$ cat src/rtl/fetch_pkg.sv
// Shared definitions for the instruction-fetch front end: opcode length decode,
// queue entry layout and default reset vector.
package fetch_pkg;

    localparam int unsigned PKG_ADDR_W = 8;
    localparam int unsigned PKG_DATA_W = 8;

    localparam logic [3:0]            TWO_BYTE_OPC         = 4'hC;
    localparam logic [PKG_ADDR_W-1:0] DEFAULT_RESET_VECTOR = 8'h00;

    typedef struct packed {
        logic [PKG_ADDR_W-1:0] addr;
        logic [PKG_DATA_W-1:0] data;
    } q_entry_t;

    // 1 when the opcode carries an immediate byte.
    function automatic logic instr_len(input logic [PKG_DATA_W-1:0] opcode);
        return opcode[PKG_DATA_W-1 -: 4] == TWO_BYTE_OPC;
    endfunction

endpackage

$ cat src/rtl/fetch_queue.sv
// Circular prefetch FIFO of {addr, data} bytes: push one, pop zero/one/two, flush,
// with the head and the byte behind it exposed for instruction assembly.
module fetch_queue
    import fetch_pkg::*;
#(
    parameter int unsigned DEPTH = 4
) (
    input  logic                    clk,
    input  logic                    rst,
    input  logic                    flush,
    input  logic                    push,
    input  q_entry_t                push_entry,
    input  logic [1:0]              pop_num,
    output logic [$clog2(DEPTH):0]  count,
    output q_entry_t                head,
    output logic [PKG_DATA_W-1:0]   next_data
);

    localparam int unsigned PTR_W = $clog2(DEPTH);

    q_entry_t         mem_q [DEPTH];
    logic [PTR_W-1:0] rd_ptr_q, wr_ptr_q, rd_ptr_nxt;
    logic [PTR_W:0]   count_q;

    assign rd_ptr_nxt = rd_ptr_q + PTR_W'(1);
    assign count      = count_q;
    assign head       = mem_q[rd_ptr_q];
    assign next_data  = mem_q[rd_ptr_nxt].data;

    always_ff @(posedge clk or negedge rst) begin
        if (!rst) begin
            rd_ptr_q <= '0;
            wr_ptr_q <= '0;
            count_q  <= '0;
            for (int i = 0; i < DEPTH; i++) begin
                mem_q[i] <= '0;
            end
        end else if (flush) begin
            rd_ptr_q <= '0;
            wr_ptr_q <= '0;
            count_q  <= '0;
        end else begin
            if (push) begin
                mem_q[wr_ptr_q] <= push_entry;
                wr_ptr_q        <= wr_ptr_q + PTR_W'(1);
            end
            rd_ptr_q <= rd_ptr_q + PTR_W'(pop_num);
            count_q  <= count_q + (PTR_W+1)'(push) - (PTR_W+1)'(pop_num);
        end
    end

endmodule

$ cat src/rtl/fetch_unit.sv
// Instruction-fetch front end: PC/issue to a 1-cycle memory port, prefetch queue,
// 1/2-byte instruction assembly and redirects. FETCH_PERF_EN adds perf counters.
module fetch_unit
    import fetch_pkg::*;
#(
    parameter int unsigned       ADDR_W       = PKG_ADDR_W,
    parameter int unsigned       DATA_W       = PKG_DATA_W,
    parameter int unsigned       QUEUE_DEPTH  = 4,
    parameter logic [ADDR_W-1:0] RESET_VECTOR = DEFAULT_RESET_VECTOR
) (
    input  logic              clk,
    input  logic              rst,
    output logic              imem_rd_en,
    output logic [ADDR_W-1:0] imem_addr,
    input  logic [DATA_W-1:0] imem_data,
    input  logic              redirect_valid,
    input  logic [ADDR_W-1:0] redirect_addr,
    input  logic              stall,
    output logic              ir_valid,
    output logic [DATA_W-1:0] ir,
    output logic [DATA_W-1:0] imm,
    output logic              ir_len,
    output logic [ADDR_W-1:0] ir_pc,
    output logic [ADDR_W-1:0] pc_next_seq
`ifdef FETCH_PERF_EN
    ,
    output logic [15:0]       bubble_cnt,
    output logic [15:0]       flush_cnt
`endif
);

    localparam int unsigned       CNT_W   = $clog2(QUEUE_DEPTH) + 1;
    localparam logic [CNT_W-1:0]  DEPTH_C = CNT_W'(QUEUE_DEPTH);

    logic [ADDR_W-1:0] fetch_pc_q, ret_addr_q;
    logic              inflight_q, active_q;
    logic [CNT_W-1:0]  q_count, occupancy;
    q_entry_t          head, push_entry;
    logic [DATA_W-1:0] next_data;
    logic              head_len, pop_en;
    logic [1:0]        pop_num;

    // Reserve a slot for the in-flight byte so a return can never overflow the queue.
    assign occupancy  = q_count + CNT_W'(inflight_q);
    assign imem_rd_en = active_q && !redirect_valid && (occupancy < DEPTH_C);
    assign imem_addr  = fetch_pc_q;
    assign push_entry = '{addr: ret_addr_q, data: imem_data};

    assign head_len = instr_len(head.data);
    assign ir_valid = q_count >= (CNT_W'(1) + CNT_W'(head_len));
    assign pop_en   = ir_valid && !stall;
    assign pop_num  = pop_en ? (head_len ? 2'd2 : 2'd1) : 2'd0;

    // A redirect flushes the queue, which also drops the byte returning that cycle;
    // no read is issued during the redirect, so nothing stale can arrive afterwards.
    fetch_queue #(
        .DEPTH(QUEUE_DEPTH)
    ) u_queue (
        .clk        (clk),
        .rst        (rst),
        .flush      (redirect_valid),
        .push       (inflight_q),
        .push_entry (push_entry),
        .pop_num    (pop_num),
        .count      (q_count),
        .head       (head),
        .next_data  (next_data)
    );

    always_comb begin
        ir          = '0;
        imm         = '0;
        ir_len      = 1'b0;
        ir_pc       = '0;
        pc_next_seq = '0;
        if (ir_valid) begin
            ir          = head.data;
            imm         = head_len ? next_data : '0;
            ir_len      = head_len;
            ir_pc       = head.addr;
            pc_next_seq = head.addr + ADDR_W'(1) + ADDR_W'(head_len);
        end
    end

    // active_q delays the first issue to the cycle after reset release.
    always_ff @(posedge clk or negedge rst) begin
        if (!rst) begin
            fetch_pc_q <= RESET_VECTOR;
            ret_addr_q <= '0;
            inflight_q <= 1'b0;
            active_q   <= 1'b0;
        end else begin
            active_q   <= 1'b1;
            inflight_q <= imem_rd_en;
            if (imem_rd_en) begin
                ret_addr_q <= fetch_pc_q;
            end
            if (redirect_valid) begin
                fetch_pc_q <= redirect_addr;
            end else if (imem_rd_en) begin
                fetch_pc_q <= fetch_pc_q + ADDR_W'(1);
            end
        end
    end

`ifdef FETCH_PERF_EN
    always_ff @(posedge clk or negedge rst) begin
        if (!rst) begin
            bubble_cnt <= '0;
            flush_cnt  <= '0;
        end else begin
            if (!ir_valid && !stall && bubble_cnt != 16'hFFFF) begin
                bubble_cnt <= bubble_cnt + 16'd1;
            end
            if (redirect_valid && flush_cnt != 16'hFFFF) begin
                flush_cnt <= flush_cnt + 16'd1;
            end
        end
    end
`endif

endmodule

$ cat config.mk
export PLATFORM = sky130hd
export DESIGN_NAME = fetch_unit
export DESIGN_NICKNAME = d
export VERILOG_FILES = /design/src/rtl/fetch_pkg.sv /design/src/rtl/fetch_queue.sv /design/src/rtl/fetch_unit.sv
export SDC_FILE = /design/constraint.sdc
export NUM_CORES = 1
export LEC_CHECK = 0
export BUFFER_PORTS_ARGS = -buffer_cell sky130_fd_sc_hd__buf_2
export CORE_ASPECT_RATIO = 0.75
export CORE_MARGIN = 8
export CORE_UTILIZATION = 50
export CTS_BUF_LIST = sky130_fd_sc_hd__clkbuf_4
export CTS_CLUSTER_DIAMETER = 30
export DETAILED_ROUTE_END_ITERATION = 10
export MAX_ROUTING_LAYER = met4
export PLACE_DENSITY = 0.74
export SYNTH_ARGS = -nofsm -noshare
export SYNTH_HDL_FRONTEND = slang
export SYNTH_SLANG_ARGS = --single-unit
$ cat constraint.sdc
create_clock -name clk -period 3.2 [get_ports clk]
set_clock_uncertainty 0.15 [all_clocks]
set_input_delay 0.48 -clock clk [delete_from_list [all_inputs] [get_ports clk]]
set_output_delay 0.48 -clock clk [all_outputs]
set_load 0.01 [all_outputs]
# == Yosys cells after proc, flatten, opt, wreduce, memory -nomap -nowiden ==
# Cells that the tools add are included.
# word_totals
elab_cells,67
romBits,0
output_inout_bits,43
regBits,89
in_bits,20
ramBits,0
mem_count,0
latch_bits,0
# classes
shift,0
addsub,9
bitwise,4
order_cmp,6
n_mul,0
div,0
reduce_logical,9
n_eq_ne,1
n_mux,23
# op_table
cell,n
8-bit 2-to-1 mux,9
16-bit binary-select mux with 2-bit select,2
64-bit bitwise mux,1
16-bit 2-to-1 mux,3
16-bit demux with 2-bit select,1
8-bit by 1-bit adder with 8-bit output (second input constant),2
2-bit 2-to-1 mux,5
3-bit greater-or-equal comparator (second input constant),3
2-bit NOT with 3-bit output,3
8-bit by 1-bit adder with 8-bit output,1
2-bit by 1-bit adder with 2-bit output (second input constant),2
4-bit == test (second input constant),1
1-bit logical AND,4
2-bit nonzero test,2
3-bit by 1-bit adder with 3-bit output,1
3-bit by 2-bit greater-or-equal comparator with 1-bit output,1
3-bit by 1-bit less-than comparator with 1-bit output (second input constant),1
3-bit less-than comparator (second input constant),1
3-bit 2-to-1 mux,1
3-bit by 2-bit subtractor with 3-bit output,1
1-bit by 1-bit adder with 2-bit output (first input constant),1
2-bit adder,1
1-bit zero test,2
2-bit AND reduction,1
2 further kinds,2

# == Logic depth before layout (Yosys ltp) ==
# Gate-level depths: netlist of run 1.
# logic_depth
depth_word,11
mapped_depth,13
ltp_nobuf,11

# == Hierarchy ==
# Synthesis of run 1 repeated with hierarchy kept, for this count alone.
# hier_totals
hier_cells,341
hier_area_um2,4818.4
# by_module_without_submodules
mod,cells_per_inst,area_each_um2,n_inst,seq_area_each_um2
fetch_queue,202,3588.4,1,1776.7
fetch_unit,139,1229.9,1,450.4

# == Least setup slack after synthesis of run 1 ==
# No wires, ideal clock.
# synth_path
path_type,register -> register
startpoint,reg u_queue.rd_ptr_q[0]
endpoint,"reg u_queue.count_q[2], in the netlist u_queue.count[2]"
synth_period_minus_slack_ns,3.455
setup_slack_ns,-0.255
arrival_ns,3.173
n_path_buf,2
required_time_ns,2.918
setup_ns,0.132
path_stages_with_launch,14
path_cell_list,dfrtp_1 > buf_6 > buf_6 > mux4_2 > nand4bb_4 > ha_1 > nand2b_1 > a211oi_1 > inv_1 > and3b_2 > ha_1 > fa_1 > xnor2_1 > nor2_1
# synth_via
elab_chain_cells,11
word_cells_on_any_way,12
cone_classes,add/sub (2); order compare (1); eq/ne (1); mux (6); bitwise (1); reduce/logical (1)
# synth_lines
element,line_no,rtl
start: declaration,fetch_queue.sv:22,"logic [PTR_W-1:0] rd_ptr_q, wr_ptr_q, rd_ptr_nxt;"
start signal: assignment,fetch_queue.sv:47,rd_ptr_q <= rd_ptr_q + PTR_W'(pop_num);
2-bit NOT with 3-bit output (implied by the code) *,fetch_queue.sv:27,assign head = mem_q[rd_ptr_q];
16-bit binary-select mux with 2-bit select *,fetch_queue.sv:27,
16-bit 2-to-1 mux (implied by the code) * (2 in a row),fetch_queue.sv:27,
4-bit == test *,fetch_pkg.sv:18,return opcode[PKG_DATA_W-1 -: 4] == TWO_BYTE_OPC;
1-bit by 1-bit adder with 2-bit output,fetch_unit.sv:50,assign ir_valid = q_count >= (CNT_W'(1) + CNT_W'(head_len));
3-bit by 2-bit greater-or-equal comparator with 1-bit output,fetch_unit.sv:50,
1-bit logical AND,fetch_unit.sv:51,assign pop_en = ir_valid && !stall;
2-bit 2-to-1 mux *,fetch_unit.sv:52,assign pop_num = pop_en ? (head_len ? 2'd2 : 2'd1) : 2'd0;
3-bit by 2-bit subtractor with 3-bit output *,fetch_queue.sv:48,count_q <= count_q + (PTR_W+1)'(push) - (PTR_W+1)'(pop_num);
3-bit 2-to-1 mux *,fetch_queue.sv:38,end else if (flush) begin
end signal: assignment,fetch_queue.sv:48,
end: declaration,fetch_queue.sv:23,logic [PTR_W:0] count_q;
# Every way passes the cells marked *; elsewhere a longest branch is shown, timed or not. The select of a mux whose other input is x is not followed.
# A chain may end at the register's enable or synchronous reset.

# == Worst setup path after layout of run 1 ==
# layout_path
startpoint,reg u_queue.rd_ptr_q[0]
endpoint,out pc_next_seq[5]
# layout_via
elab_chain_cells,8
word_cells_on_any_way,10
cone_classes,add/sub (3); order compare (1); eq/ne (1); mux (4); bitwise (1)
# layout_lines
element,line_no,rtl
2-bit NOT with 3-bit output (implied by the code) *,fetch_queue.sv:27,
16-bit binary-select mux with 2-bit select *,fetch_queue.sv:27,
16-bit 2-to-1 mux (implied by the code) * (2 in a row),fetch_queue.sv:27,
"parallel branches: the longest is 3 deep, another holds 8-bit by 1-bit adder with 8-bit output",-,
8-bit 2-to-1 mux *,fetch_unit.sv:76,if (ir_valid) begin
end: declaration,fetch_unit.sv:24,output logic [ADDR_W-1:0] pc_next_seq
# Every way passes the cells marked *. The select of a mux whose other input is x is not followed.

==> results of run 1 <==
## worst max-delay path: stages (launching register included)
cell       delay, ps
dfrtp_2          450
mux4_2           530
nand4bb_4        270
ha_1             340
a211oi_4         300
inv_2            120
and2_4           160
mux2_4           280
buf_6            120
## Yosys cell counts (3+ instances only)
library cell / instances / area [um^2]
and2_1: 16 / 100
buf_2: 7 / 35.0
clkbuf_1: 7 / 26.3
dfrtp_1: 89 / 2230
ha_1: 13 / 163
inv_1: 13 / 48.8
mux2_2: 73 / 822
mux4_1: 3 / 78.8
mux4_2: 21 / 473
nand2_1: 17 / 63.8
nand3_1: 8 / 40.0
nand4_1: 4 / 25.0
nor2_1: 16 / 60.1
nor2b_1: 11 / 68.8
nor3_1: 3 / 15.0
o21ai_0: 9 / 45.0
xnor2_1: 7 / 61.3
xor2_1: 6 / 52.6
## sequential cells by signal (all words and copies together) (netlist names)
signal            cells
u_queue.rd_ptr_q      2
imem_addr             8
inflight_q            1
u_queue.wr_ptr_q      2
ret_addr_q            8
active_q              1
u_queue.count         3
u_queue.mem_q        64
## what timing repair did
action,4_1_cts,5_1_grt
endpoints found under the setup margin,36,37
cloned,0,0
buffers inserted,4,0
endpoints found under the hold margin,42,0
gates resized for setup,22,6
hold buffers,1,0
pin swaps,7,3
## final cells by class
| class | count | share of cell area |
|---|---|---|
| Timing Repair Buffer | 90 | 0.106 |
| Clock inverter | 4 | 0.0140 |
| Multi-Input combinational cell | 224 | 0.427 |
| Tap cell | 112 | 0.0254 |
| Sequential cell | 89 | 0.403 |
| Clock buffer | 11 | 0.0149 |
| Inverter | 13 | 0.00929 |
## metal layers
layer  vias up  global-route usage  wire (um)
met5         -                   -          0
met4         0              0.0636        176
met3        15              0.0329        376
met2        62               0.276       4960
met1      1545               0.222       4470
li1       1394                   -          -
## path summary, 6_finish.rpt
| kind | to | slack (ps) |
|---|---|---|
| setup / recovery | pc_next_seq[5] | -430 |
| hold / removal | imem_addr[7] | 90 |
| setup reg to reg | u_queue.count[1] | -50 |
| hold reg to reg | u_queue.mem_q[58] | 360 |
| max in group asynchronous | inflight_q | 1830 |
| min in group asynchronous | u_queue.mem_q[48] | 420 |
## through the flow
stage	TNS [ps]	setup slack [ps]	cell area [um^2]	hold slack [ps]	util
after detailed placement	-39.8	-22.3	5200	337	0.580
after floorplan	0	4.44	4640	34.4	-
after global routing	-14930	-546	5520	68.3	0.616
after CTS	-10880	-438	5490	69.6	0.612
final	-10280	-426	5520	88.7	0.616
after global placement	0	31.3	5200	329	0.580
## cells by family after synthesis
logic type                 count (synthesis)
adders and majority gates                 14
xor gates and xnor gates                  13
AOI/OAI and AO/OA                         13
other                                      1
and+or+nand+nor                           84
DFF                                       89
buffers and inverters                     30
muxes                                     99
## power groups by stage
| stage | Sequential, mW | Combinational [mW] | Clock, mW |
|---|---|---|---|
| floorplan | 1.64 | 1.76 | 0 |
| global placement | 1.71 | 2.58 | 0 |
| detailed placement | 1.73 | 2.64 | 0 |
| CTS | 1.71 | 2.89 | 0.725 |
| global route | 1.76 | 3.15 | 0.781 |
| finish | 1.71 | 2.92 | 0.706 |
==> impl_metrics.env, run 1 <==
export IMPL_hold_viol_final=0
export IMPL_clock_power_share=0.132
export IMPL_yosys_area_share_simple=0.0995
export IMPL_clk_latency_ps=430
export IMPL_crit_required_ps=2570
export IMPL_crit_path_start="u_queue.rd_ptr_q[0]"
export IMPL_final_setup_viol_count=36
export IMPL_vias=3016
export IMPL_cp_start_kind="flip-flop"
export IMPL_drc=0
export IMPL_dpl_cell_count=523
export IMPL_ys_warnings_count=0
export IMPL_netlist_instances=343
export IMPL_regArea_um2=2230
export IMPL_io_buffers=62
export IMPL_swShare=0.370
export IMPL_synth_top_family_by_area="multiplexers"
export IMPL_power_density_nw_per_um2=967
export IMPL_seq_power_share=0.321
export IMPL_end_kind="primary output"
export IMPL_cts_htree_levels=3
export IMPL_core_area_um2=8970
export IMPL_fin_crit_ps=3630
export IMPL_yosys_most_used_dff="dfrtp_1"
export IMPL_diodes=0
export IMPL_synth_compound_area_frac=0.0166
export IMPL_grt_max_degree=48
export IMPL_num_rows=30
export IMPL_p_switching_mw=1.98
export IMPL_avgViaCountPerCell=5.55
export IMPL_min_delay_start="redirect_addr[7]"
export IMPL_crit_type="flip-flop to primary output"
export IMPL_reg2reg_from="u_queue.rd_ptr_q[0]"
export IMPL_grt_usage=0.175
export IMPL_first_global_vias=3170
export IMPL_synthMuxAreaShare=0.304
export IMPL_violations="negative setup slack"
export IMPL_grt_antenna_before_repair=0
export IMPL_layout_setup_ws_ps=-426
export IMPL_fmax_mhz=276
export IMPL_place_congestion=0.790
export IMPL_status="complete, but fails checks"
export IMPL_rsz0062_at_grt="yes"
export IMPL_synthXorXnorAreaFrac=0.0248
export IMPL_avgSynthCellArea_um2=13.4
export IMPL_p_int_mw=3.37
export IMPL_cts_sinks=89
export IMPL_dieWidth_um=127
export IMPL_synth_edf_count=0
export IMPL_ys_ff_latch=89
export IMPL_maxSlewViolCount=0
export IMPL_synthArstFlopShare=1.00
export IMPL_multi_input_comb_area_um2=2360
export IMPL_hold_depth=3
export IMPL_comb_power_share=0.547
export IMPL_syn_nets=377
export IMPL_maxCapViolations=0
export IMPL_synth_seq_area_share=0.485
export IMPL_synth_distinct_cells=34
export IMPL_start_util=0.512
export IMPL_drive_gt1_frac=0.515
export IMPL_worst_pin_slew_ps=722
export IMPL_cts_buffer_depth=2
export IMPL_worstRegToRegCells=9
export IMPL_crit_fanout=6
export IMPL_min_period_over_period=1.13
export IMPL_grt_ovfl_total=0
export IMPL_crit_arrival_ps=3000
export IMPL_drt_total_wl_um=9990
export IMPL_dieArea_um2=12500
export IMPL_grt_pass1_wl_um=16700
export IMPL_drt_iter0_markers=128
export IMPL_total_power_mw=5.34
export IMPL_slew_headroom=0.514
export IMPL_max_vdd_ir_drop_uv=331
export IMPL_synth_area_um2=4590
export IMPL_fillCellCount=674
export IMPL_hold_path_class="input pin to flip-flop"
export IMPL_synth_fa_ha_area_frac=0.0398
export IMPL_power_leakage_nw=2.61
export IMPL_place_hpwl_um=7270
export IMPL_cts_tree="built"
export IMPL_mostFrequentLayoutCell="dfrtp_1"
export IMPL_ios=63
export IMPL_syn_to_final_growth_pct=20.3
export IMPL_die_h_um=99.0
export IMPL_cts_made_buffers=9
export IMPL_stdcell_count=543
export IMPL_ant_nets=0
export IMPL_firstDrtPassIters=4
export IMPL_fin_nets=461
export IMPL_layout_common_cells="dfrtp_1 (88), mux2_2 (71), buf_2 (57)"
export IMPL_wire_per_inst_um=18.4
export IMPL_cts_root_buffer="clkbuf_4"
export IMPL_path_clk_slew_ps=140
Note: power is estimated with default switching activity, not from simulation.
==> run 2, diff against run 1 <==
RECOVER_POWER = 25   (was not set)
==> impl_metrics.env, run 2 (synthesized netlist as in run 1, its figures left out) <==
export IMPL_first_global_vias=3170
export IMPL_fin_area_um2=5510
export IMPL_cp_start_kind="flip-flop"
export IMPL_cts_buffer_depth=2
export IMPL_min_period_over_period=1.13
export IMPL_cts_htree_levels=3
export IMPL_end_kind="primary output"
export IMPL_slew_headroom=0.246
export IMPL_p_int_mw=3.36
export IMPL_crit_required_ps=2570
export IMPL_fillCellCount=675
export IMPL_hold_path_class="input pin to flip-flop"
export IMPL_worst_pin_slew_ps=1130
export IMPL_maxSlewViolCount=0
export IMPL_die_h_um=99.0
export IMPL_swShare=0.370
export IMPL_violations="negative setup slack"
export IMPL_fin_util=0.614
export IMPL_drt_total_wl_um=9980
export IMPL_crit_buf_inv=2
export IMPL_wire_per_inst_um=18.4
export IMPL_place_hpwl_um=7270
export IMPL_critPathMaxStageDelay_ps=530
export IMPL_cp_top_family="multiplexers"
export IMPL_fin_nets=461
export IMPL_cts_sinks=89
export IMPL_dieWidth_um=127
export IMPL_clk_latency_ps=430
export IMPL_crit_arrival_ps=2990
export IMPL_max_vdd_ir_drop_uv=330
export IMPL_layout_setup_ws_ps=-422
export IMPL_grt_pass1_wl_um=16700
export IMPL_grt_max_degree=48
export IMPL_power_density_nw_per_um2=969
export IMPL_maxCapViolations=0
export IMPL_firstDrtPassIters=4
export IMPL_core_area_um2=8970
export IMPL_rsz0062_at_grt="yes"
export IMPL_fmax_mhz=276
export IMPL_final_setup_viol_count=36
export IMPL_path_clk_slew_ps=140
export IMPL_largest_register="u_queue.mem_q"
export IMPL_p_switching_mw=1.97
export IMPL_dieArea_um2=12500
export IMPL_comb_power_share=0.547
export IMPL_post_place_ws_ps=-22.3
export IMPL_cp_slowest_cell="mux4_2"
export IMPL_cts_made_buffers=9
export IMPL_avgViaCountPerCell=5.54
export IMPL_power_leakage_nw=2.60
export IMPL_crit_fanout=6
export IMPL_diodes=0
export IMPL_place_congestion=0.790
export IMPL_vias=3009
export IMPL_seq_power_share=0.321
export IMPL_hold_viol_final=0
export IMPL_fin_crit_ps=3620
export IMPL_largest_register_ffs=64
export IMPL_grt_antenna_before_repair=0
export IMPL_layout_common_cells="dfrtp_1 (88), mux2_2 (71), buf_2 (57)"
export IMPL_holdWs_ps=90.1
export IMPL_status="complete, but fails checks"
export IMPL_num_rows=30
export IMPL_start_util=0.512
export IMPL_drt_iter0_markers=126
export IMPL_grt_usage=0.175
export IMPL_cts_root_buffer="clkbuf_4"
export IMPL_ios=63
export IMPL_dpl_instance_area_um2=5200
export IMPL_ant_nets=0
export IMPL_io_buffers=62
export IMPL_syn_to_final_growth_pct=20.0
export IMPL_cts_tree="built"
export IMPL_grt_ovfl_total=0
export IMPL_crit_chain="mux4_2 > nand4bb_4 > ha_1 > a211oi_4 > inv_2 > and2_4 > mux2_4 > buf_6"
export IMPL_crit_type="flip-flop to primary output"
export IMPL_drc=0
export IMPL_mostFrequentLayoutCell="dfrtp_1"
export IMPL_clock_power_share=0.132
export IMPL_tns_ps=-10220
export IMPL_drive_gt1_frac=0.515
==> run 2: cell count changes in the layout (fill, tap and decap cells not counted), sizes merged <==
cell and change:
clkbuf +2, buf -2
==> run 2: final cells by class <==
class                           instances  area, um^2  area share
Multi-Input combinational cell        224        2360       0.428
Sequential cell                        89        2230       0.405
Timing Repair Buffer                   90         569       0.103
Tap cell                              112         140      0.0254
Clock buffer                           11        82.6      0.0150
Clock inverter                          4        77.6      0.0141
Inverter                               13        51.3     0.00932
==> run 2: path summary, 6_finish.rpt <==
kind	depth (start not counted)	from	end	slack (ps)
setup / recovery	8	u_queue.rd_ptr_q[0]	pc_next_seq[5]	-420
hold / removal	3	redirect_addr[7]	imem_addr[7]	90
setup reg to reg	9	u_queue.rd_ptr_q[0]	u_queue.count[1]	-50
hold reg to reg	1	u_queue.mem_q[58]	u_queue.mem_q[58]	360
max in group asynchronous	3	rst	inflight_q	590
min in group asynchronous	2	rst	u_queue.mem_q[48]	620
==> run 2: worst min-delay path, stage by stage <==
cell     delay, ps
buf_2           70
nand2_1         40
nand3_1         50
==> run 2: power by group through the flow <==
stage | Combinational (mW) | Clock, mW | Sequential, mW
2_1_floorplan | 1.76 | 0 | 1.64
3_3_place_gp | 2.58 | 0 | 1.71
3_5_place_dp | 2.64 | 0 | 1.73
4_1_cts | 2.89 | 0.725 | 1.71
5_1_grt | 3.15 | 0.781 | 1.76
6_report | 2.92 | 0.705 | 1.71
==> run 2: repair_timing <==
item                                    in CTS  in global routing
hold buffers                                 1                  0
gates resized for setup                     22                  6
pin swaps                                    7                  3
hold endpoints to repair                    42                  0
setup buffers                                4                  0
endpoints found under the setup margin      36                 37
==> run 2: per-stage QoR <==
step	std cells	power, mW
detailed placement	523	4.37
CTS	543	5.33
global route	543	5.69
finish	543	5.34
floorplan	343	3.40
global placement	523	4.29
==> run 2: routing by layer <==
layer	wire length, um	track usage
met5	0	-
met4	178	0.0636
met3	320	0.0329
met2	4940	0.276
met1	4540	0.222
==> run 3, diff against run 2 <==
CTS_BUF_LIST = not set   (was sky130_fd_sc_hd__clkbuf_4)
SKIP_LAST_GASP = 1   (was not set)
==> impl_metrics.env, run 3 (synthesized netlist as in run 1, its figures left out) <==
export IMPL_mostFrequentLayoutCell="dfrtp_1"
export IMPL_cts_buffer_depth=2
export IMPL_seq_power_share=0.297
export IMPL_core_area_um2=8970
export IMPL_fmax_mhz=283
export IMPL_die_h_um=99.0
export IMPL_crit_required_ps=2570
export IMPL_cts_made_buffers=9
export IMPL_maxSlewViolCount=44
export IMPL_firstDrtPassIters=5
export IMPL_vias=3006
export IMPL_hold_viol_final=0
export IMPL_cts_htree_levels=3
export IMPL_path_clk_slew_ps=60
export IMPL_drt_iter0_markers=197
export IMPL_ios=63
export IMPL_grt_max_degree=48
export IMPL_layout_setup_ws_ps=-333
export IMPL_regToRegEndpoint="u_queue.count[1]"
export IMPL_grt_usage=0.177
export IMPL_wl_met2_um=5150
export IMPL_met3_length_um=318
export IMPL_dieWidth_um=127
export IMPL_fin_nets=464
export IMPL_layout_common_cells="dfrtp_1 (88), mux2_2 (72), buf_2 (59)"
export IMPL_start_util=0.512
export IMPL_worst_r2r_setup_slack_ps=-60
export IMPL_crit_chain="mux4_2 > nand4bb_4 > ha_1 > a211oi_4 > inv_2 > and2_4 > mux2_2 > buf_2"
export IMPL_num_rows=30
export IMPL_min_to="imem_addr[7]"
export IMPL_total_power_mw=5.80
export IMPL_diodes=0
export IMPL_dieArea_um2=12500
export IMPL_reg2reg_from="u_queue.rd_ptr_q[0]"
export IMPL_grt_ovfl_total=0
export IMPL_power_density_nw_per_um2=1030
export IMPL_avgViaCountPerCell=5.51
export IMPL_syn_to_final_growth_pct=23.0
export IMPL_end_kind="primary output"
export IMPL_place_hpwl_um=7270
export IMPL_hold_depth=3
export IMPL_crit_fanout=6
export IMPL_io_buffers=62
export IMPL_cts_tree="built"
export IMPL_place_congestion=0.790
export IMPL_fillCellCount=648
export IMPL_violations="max-capacitance violations, max-slew violations, negative setup slack"
export IMPL_largest_register="u_queue.mem_q"
export IMPL_cp_start_kind="flip-flop"
export IMPL_p_switching_mw=2.05
export IMPL_crit_type="flip-flop to primary output"
export IMPL_min_delay_start="redirect_addr[7]"
export IMPL_crit_arrival_ps=2900
export IMPL_drt_met1_wl_um=4750
export IMPL_maxCapViolations=1
export IMPL_status="complete, but fails checks"
export IMPL_max_vdd_ir_drop_uv=410
export IMPL_cp_slowest_cell="mux4_2"
export IMPL_power_leakage_nw=2.67
export IMPL_tns_ps=-7000
export IMPL_first_global_vias=3188
export IMPL_highest_layer="met4"
export IMPL_crit_buf_inv=2
export IMPL_fin_crit_ps=3530
export IMPL_cts_sinks=89
export IMPL_slew_headroom=-0.579
export IMPL_cts_root_buffer="clkbuf_16"
export IMPL_worst_pin_slew_ps=2370
export IMPL_comb_power_share=0.511
export IMPL_grt_antenna_before_repair=0
export IMPL_p_int_mw=3.75
export IMPL_worstRegToRegCells=9
export IMPL_clock_power_share=0.191
export IMPL_largest_register_ffs=64
export IMPL_drt_total_wl_um=10300
export IMPL_clk_latency_ps=330
export IMPL_wire_per_inst_um=18.9
export IMPL_drc=0
export IMPL_critPathMaxStageDelay_ps=530
export IMPL_rsz0062_at_grt="yes"
export IMPL_grt_pass1_wl_um=16900
export IMPL_swShare=0.354
export IMPL_final_setup_viol_count=36
export IMPL_min_period_over_period=1.10
export IMPL_ant_nets=0
export IMPL_drive_gt1_frac=0.507
export IMPL_hold_path_class="input pin to flip-flop"
export IMPL_cp_top_family="multiplexers"
-- run 3: cell count changes in the layout (fill, tap and decap cells not counted), sizes merged --
| cell | change |
|---|---|
| buf | +4 |
| dlygate4sd3 | -1 |
-- run 3: layer usage --
layer  vias to the layer above  GRT usage
met2                        50      0.289
li1                       1395          -
met1                      1551      0.222
met4                         0     0.0396
met3                        10     0.0405
met5                         -          -
-- run 3: metrics by stage --
step                instances  utilization  worst slack (ps)  cell area [um^2]  hold WS [ps]
floorplan                 343            -              4.44              4640          34.4
global placement          523        0.580              31.3              5200           329
detailed placement        523        0.580             -22.3              5200           337
CTS                       543        0.627              -306              5630          9.21
global route              546        0.629              -414              5650           202
finish                    546        0.629              -333              5650           197
-- run 3: worst max path at each step --
| stage | end | slack (ps) | startpoint | cells past startpoint |
|---|---|---|---|---|
| floorplan | u_queue.count[1] | 4 | u_queue.rd_ptr_q[0] | 12 |
| global placement | u_queue.count[1] | 30 | u_queue.rd_ptr_q[0] | 11 |
| detailed placement | u_queue.count[1] | -20 | u_queue.rd_ptr_q[0] | 11 |
| CTS | pc_next_seq[5] | -310 | u_queue.rd_ptr_q[0] | 9 |
| global route | pc_next_seq[6] | -410 | u_queue.rd_ptr_q[0] | 8 |
| finish | pc_next_seq[6] | -330 | u_queue.rd_ptr_q[0] | 8 |
-- run 3: tightest hold or removal path, stage by stage --
cell and delay (ps):
buf_2 70, nand2_1 40, nand3_1 50
-- run 3: cell type report --
| cell class | count | area (um^2) | share of cell area |
|---|---|---|---|
| Tap cell | 112 | 140 | 0.0248 |
| Clock buffer | 11 | 233 | 0.0412 |
| Sequential cell | 89 | 2230 | 0.395 |
| Multi-Input combinational cell | 224 | 2340 | 0.414 |
| Clock inverter | 4 | 77.6 | 0.0137 |
| Timing Repair Buffer | 93 | 578 | 0.102 |
| Inverter | 13 | 51.3 | 0.00908 |
-- run 3: timing repair --
| action | 4_1_cts | 5_1_grt |
|---|---|---|
| setup endpoints to repair | 36 | 37 |
| hold buffers | 0 | 0 |
| pin swaps | 6 | 1 |
| gates resized for setup | 19 | 2 |
| buffers inserted | 6 | 3 |
-- run 3: power by group through the flow --
stage / combinational (mW) / clock, mW / sequential [mW]
final: 2.96 / 1.11 / 1.72
after global routing: 3.19 / 1.18 / 1.77
after CTS: 2.89 / 1.12 / 1.72
after detailed placement: 2.64 / 0 / 1.73
after global placement: 2.58 / 0 / 1.71
after floorplan: 1.76 / 0 / 1.64
